==> config.mk <==
export PLATFORM = sky130hd
export DESIGN_NAME = prime_detector_seq
export DESIGN_NICKNAME = d
export VERILOG_FILES = /design/src/rtl/prime_detector_seq.sv
export SDC_FILE = /design/constraint.sdc
export NUM_CORES = 1
export LEC_CHECK = 0
export CORE_MARGIN = 10
export CORE_UTILIZATION = 29
export DETAILED_ROUTE_END_ITERATION = 6
export HOLD_SLACK_MARGIN = 0.05
export MAX_ROUTING_LAYER = met4
export SYNTH_ARGS = -nofsm -noshare
export SYNTH_HDL_FRONTEND = slang
export SYNTH_SLANG_ARGS = --single-unit
==> constraint.sdc <==
create_clock -name clk -period 6.1 [get_ports clk]
set_input_delay 0.915 -clock clk [delete_from_list [all_inputs] [get_ports clk]]
set_output_delay 0.915 -clock clk [all_outputs]
set_load 0.01 [all_outputs]
==> src/rtl/prime_detector_seq.sv <==
// Sequential prime detector: screens trivial operands, then does odd trial division
// with a WIDTH-cycle restoring divider per candidate divisor.
module prime_detector_seq #(
  parameter int WIDTH = 8
) (
  input  logic             clk,
  input  logic             rst_n,
  input  logic             start,
  input  logic [WIDTH-1:0] n_in,
  output logic             busy,
  output logic             done,
  output logic             is_prime,
  output logic [WIDTH-1:0] factor
);

  localparam int IW = (WIDTH > 1) ? $clog2(WIDTH) : 1;
  localparam logic [WIDTH-1:0] TWO   = WIDTH'(2);
  localparam logic [WIDTH-1:0] THREE = WIDTH'(3);
  localparam logic [IW-1:0]    TOP_BIT = IW'(WIDTH - 1);

  typedef enum logic [2:0] {
    IDLE   = 3'd0,
    SCREEN = 3'd1,
    SQ     = 3'd2,
    DIV    = 3'd3,
    TEST   = 3'd4,
    DONE   = 3'd5
  } state_t;

  state_t           state;
  logic [WIDTH-1:0] n;
  logic [WIDTH-1:0] d;
  logic [WIDTH:0]   rem;
  logic [IW-1:0]    bit_idx;

  logic [2*WIDTH-1:0] d_sq;
  logic [WIDTH:0]     rem_shift;
  logic [WIDTH:0]     rem_next;

  // rem stays below d between steps, so its top bit is always zero before the shift.
  assign d_sq      = {{WIDTH{1'b0}}, d} * {{WIDTH{1'b0}}, d};
  assign rem_shift = {rem[WIDTH-1:0], n[bit_idx]};
  assign rem_next  = (rem_shift >= {1'b0, d}) ? (rem_shift - {1'b0, d}) : rem_shift;

  always_ff @(posedge clk or negedge rst_n) begin
    if (!rst_n) begin
      state    <= IDLE;
      busy     <= 1'b0;
      done     <= 1'b0;
      is_prime <= 1'b0;
      factor   <= '0;
      n        <= '0;
      d        <= '0;
      rem      <= '0;
      bit_idx  <= '0;
    end else begin
      case (state)
        IDLE: begin
          done <= 1'b0;
          if (start) begin
            n     <= n_in;
            busy  <= 1'b1;
            state <= SCREEN;
          end
        end

        SCREEN: begin
          if (n < TWO) begin
            is_prime <= 1'b0;
            factor   <= '0;
            done     <= 1'b1;
            state    <= DONE;
          end else if ((n == TWO) || (n == THREE)) begin
            is_prime <= 1'b1;
            factor   <= '0;
            done     <= 1'b1;
            state    <= DONE;
          end else if (!n[0]) begin
            is_prime <= 1'b0;
            factor   <= TWO;
            done     <= 1'b1;
            state    <= DONE;
          end else begin
            d     <= THREE;
            state <= SQ;
          end
        end

        SQ: begin
          if (d_sq > {{WIDTH{1'b0}}, n}) begin
            is_prime <= 1'b1;
            factor   <= '0;
            done     <= 1'b1;
            state    <= DONE;
          end else begin
            rem     <= '0;
            bit_idx <= TOP_BIT;
            state   <= DIV;
          end
        end

        DIV: begin
          rem <= rem_next;
          if (bit_idx == '0) begin
            state <= TEST;
          end else begin
            bit_idx <= bit_idx - 1'b1;
          end
        end

        TEST: begin
          if (rem == '0) begin
            is_prime <= 1'b0;
            factor   <= d;
            done     <= 1'b1;
            state    <= DONE;
          end else begin
            d     <= d + TWO;
            state <= SQ;
          end
        end

        DONE: begin
          done  <= 1'b0;
          busy  <= 1'b0;
          state <= IDLE;
        end

        default: begin
          done  <= 1'b0;
          busy  <= 1'b0;
          state <= IDLE;
        end
      endcase
    end
  end

endmodule

==> impl_metrics.env, run 1 <==
export IMPL_grt_pass1_vias=3685
export IMPL_timing_worst_setup_path_type="flop to flop"
export IMPL_crit_fanout=9
export IMPL_drt_iter0_drc=186
export IMPL_path_clk_slew_ns=0.06
export IMPL_grt_pass1_wl_um=18000
export IMPL_fillers=1495
export IMPL_cts_max_level=2
export IMPL_drt_pre_antenna_iters=5
export IMPL_power_leakage_nw=2.34
export IMPL_layout_worst_path_cycle_share_pct=95.0
export IMPL_slew_headroom_pct=36.1
export IMPL_final_cell_area_um2=4930
export IMPL_tritoncts="built"
export IMPL_cp_start_kind="flop"
export IMPL_placedInstanceArea_um2=4740
export IMPL_crit_chain="clkinvlp_4, nor2_2, fa_1, xnor2_1, xnor2_1, fa_1, inv_1, fa_1, inv_1, ha_1, a21oi_2, o21ai_2, a41oi_2, mux2_4, or4_4, nor3_4, o21ai_4, a22o_1"
export IMPL_layout_drive_gt1_share_pct=8.59
export IMPL_timing_critical_path_mode_cell="sky130_fd_sc_hd__fa_1"
export IMPL_synthCells=486
export IMPL_layout_area_overhead_vs_synth_pct=14.5
export IMPL_dp_hpwl_um=8540
export IMPL_pwr_density_cell_nw_per_um2=407
export IMPL_cpMaxStageDelayCell="sky130_fd_sc_hd__or4_4"
export IMPL_synthesis_nets=571
export IMPL_timing_final_crit_period_ns=5.79
export IMPL_max_slew_worst_pin_slew_ns=0.959
export IMPL_fin_setup_tns_ns=0
export IMPL_remaining_drc_errors=0
export IMPL_tritoncts_num_sinks=42
export IMPL_groute_usage_overall_pct=10.9
export IMPL_hp_class="flop to flop"
export IMPL_post_drt_antenna_nets=0
export IMPL_grt_remaining_overflow=0
export IMPL_syn_avg_cell_area_um2=8.86
export IMPL_route_final_wire_length_um=10400
export IMPL_hold_slack_ns=0.508
export IMPL_port_buffers=21
export IMPL_synth_cell_area_um2=4310
export IMPL_routed_via_density=5.12
export IMPL_rsz_0062_raised_after_global_routing="false"
export IMPL_power_w=0.00201
export IMPL_net_switching_power_w=0.000928
export IMPL_synth_edf_count=0
export IMPL_synth_warnings=0
export IMPL_multi_input_logic_area_um2=2960
export IMPL_maxcap_viol_count=0
export IMPL_power_combinational_fraction_pct=61.6
export IMPL_ys_seq_elements=42
export IMPL_report_final_hold_viol_count=0
export IMPL_power_internal_w=0.00108
export IMPL_start_util_pct=29.6
export IMPL_die_h_um=142
export IMPL_vias=3561
export IMPL_finalNetCount=596
export IMPL_yosys_most_used_dff="sky130_fd_sc_hd__dfrtp_1"
export IMPL_post_synth_num_cell_types=65
export IMPL_number_of_max_slew_violations_in_the_final_report=0
export IMPL_max_freq_mhz=173
export IMPL_number_of_antenna_violations_at_the_first_check_in_global_routing=0
export IMPL_grt_start_max_net_pins=43
export IMPL_row_count=44
export IMPL_critical_path_arrival_ns=5.97
export IMPL_commonest_non_fill_non_tap_cell_in_the_layout="sky130_fd_sc_hd__inv_1"
export IMPL_final_setup_viol_count=0
export IMPL_wl_per_cell_um=15.0
export IMPL_mostFrequentLayoutCells="sky130_fd_sc_hd__inv_1 (60), sky130_fd_sc_hd__nor2_1 (55), sky130_fd_sc_hd__ha_1 (48)"
export IMPL_required_time_of_the_worst_setup_path_ns=6.28
export IMPL_finalWeightedCongestion=0.958
export IMPL_clock_power_share_pct=13.6
export IMPL_cts_buffers_inserted=5
export IMPL_synth_seq_area_share_pct=24.4
export IMPL_finClkSkew_ns=0.00410
export IMPL_synth_async_reset_ratio_pct=100
export IMPL_insertedDiodeCount=0
export IMPL_cpPeakStageDelay_ns=0.55
export IMPL_seq_area_um2=1050
export IMPL_p_seq_share_pct=24.9
export IMPL_die_w_um=142
export IMPL_result_of_the_run="finished, final reports clean"
export IMPL_max_vdd_ir_drop_mv=0.153
export IMPL_kind_of_capture_point_of_the_worst_setup_path="flop"
export IMPL_boundaryPins=22
export IMPL_final_util_pct=33.9
export IMPL_clk_insertion_delay_late_ns=0.29
export IMPL_switching_share_pct=46.3
export IMPL_clockBufferDepth=2
export IMPL_fp_coreArea_um2=14500
export IMPL_cts_root_buf="sky130_fd_sc_hd__clkbuf_16"
export IMPL_dieArea_um2=20100
## sequential cells by signal, indices dropped and copies added, names as in the netlist
name      flops
factor        8
d             8
bit_idx       3
n             8
rem           9
is_prime      1
busy          1
state         3
done          1
## per-stage QoR
step	cells	setup slack [ns]
5_1_grt	696	0.0118
2_1_floorplan	486	0.533
3_5_place_dp	685	0.195
3_3_place_gp	685	0.256
6_report	696	0.306
4_1_cts	693	0.172
## per-layer routing
metal | vias to the layer above | share of wire, % | track usage, %
met5 | - | 0 | -
met4 | 0 | 1.1 | 2.74
met3 | 8 | 2.6 | 0.801
met2 | 69 | 51 | 18.6
met1 | 1749 | 45 | 13.6
li1 | 1735 | - | -
## what timing repair did
item,CTS,global route
endpoints found under the setup margin,0,22
buffers inserted,0,3
gates resized for setup,0,4
hold buffers,0,0
## worst max-delay path: cells and delay by family (launching register included)
family	cells	cell delay [ns]
muxes	1	0.31
xor gates and xnor gates	2	0.30
adders and majority gates	4	1.90
AOI/OAI and AO/OA	5	1.04
DFF	1	0.51
and+or+nand+nor	3	1.21
buffers and inverters	3	0.38
## path summary, 6_finish.rpt
kind	from	end	slack, ns	cells after the start
min reg2reg	factor[5]	factor[5]	0.51	1
min	factor[5]	factor[5]	0.51	1
min in group asynchronous	rst_n	bit_idx[1]	0.78	1
max	d[7]	rem[7]	0.31	18
max in group asynchronous	rst_n	d[3]	4.73	1
max reg2reg	d[7]	rem[7]	0.31	18
## final cells by class
cell class	instances	share of cell area, %
multi-input cells	364	60.0
flip-flops and latches	42	21.3
repair buffers	32	5.84
inverters	66	5.18
well taps	184	4.67
clock buffers	7	2.89
clock inverters	1	0.102
## cells in the mapped netlist (5+ instances only)
cell,instances,area [µm²]
sky130_fd_sc_hd__a21o_1,8,60.1
sky130_fd_sc_hd__a21oi_1,31,155
sky130_fd_sc_hd__a22o_1,12,105
sky130_fd_sc_hd__a31oi_1,5,31.3
sky130_fd_sc_hd__clkbuf_1,9,33.8
sky130_fd_sc_hd__clkinv_1,5,18.8
sky130_fd_sc_hd__dfrtp_1,42,1050
sky130_fd_sc_hd__fa_1,26,521
sky130_fd_sc_hd__ha_1,48,601
sky130_fd_sc_hd__inv_1,60,225
sky130_fd_sc_hd__mux2i_1,8,80.1
sky130_fd_sc_hd__nand2_1,30,113
sky130_fd_sc_hd__nand3_1,11,55.1
sky130_fd_sc_hd__nor2_1,56,210
sky130_fd_sc_hd__nor2b_1,5,31.3
sky130_fd_sc_hd__nor3_1,7,35.0
sky130_fd_sc_hd__o21ai_0,21,105
sky130_fd_sc_hd__o2bb2ai_1,5,43.8
sky130_fd_sc_hd__or2_2,5,31.3
sky130_fd_sc_hd__xnor2_1,17,149
## power by group through the flow
stage	Clock, W	Sequential (W)	Combinational [W]
2_1_floorplan	0	0.000456	0.000935
3_3_place_gp	0	0.000499	0.00120
3_5_place_dp	0	0.000502	0.00122
4_1_cts	0.000277	0.000498	0.00123
5_1_grt	0.000286	0.000515	0.00140
6_report	0.000272	0.000499	0.00123
## kinds of logic after synthesis
| kind of cell | after synthesis | synth area share [%] |
|---|---|---|
| and+or+nand+nor | 140 | 15.8 |
| adders and majority gates | 74 | 26.0 |
| buffers and inverters | 80 | 7.09 |
| AOI/OAI and AO/OA | 116 | 18.7 |
| muxes | 13 | 3.78 |
| xor gates and xnor gates | 21 | 4.27 |
| DFF | 42 | 24.4 |
Power figures use the tool's default switching activity.
==> inputs of run 2 (changes only) <==
- CAP_MARGIN: default -> 20
==> results of run 2 <==
Final layout, timing and power as in run 1 (identical DEF).
==> inputs of run 3 (changes only) <==
- SKIP_LAST_GASP: default -> 1
- SLEW_MARGIN: default -> 20
==> results of run 3 <==
Final layout, timing and power as in run 1 (identical DEF).
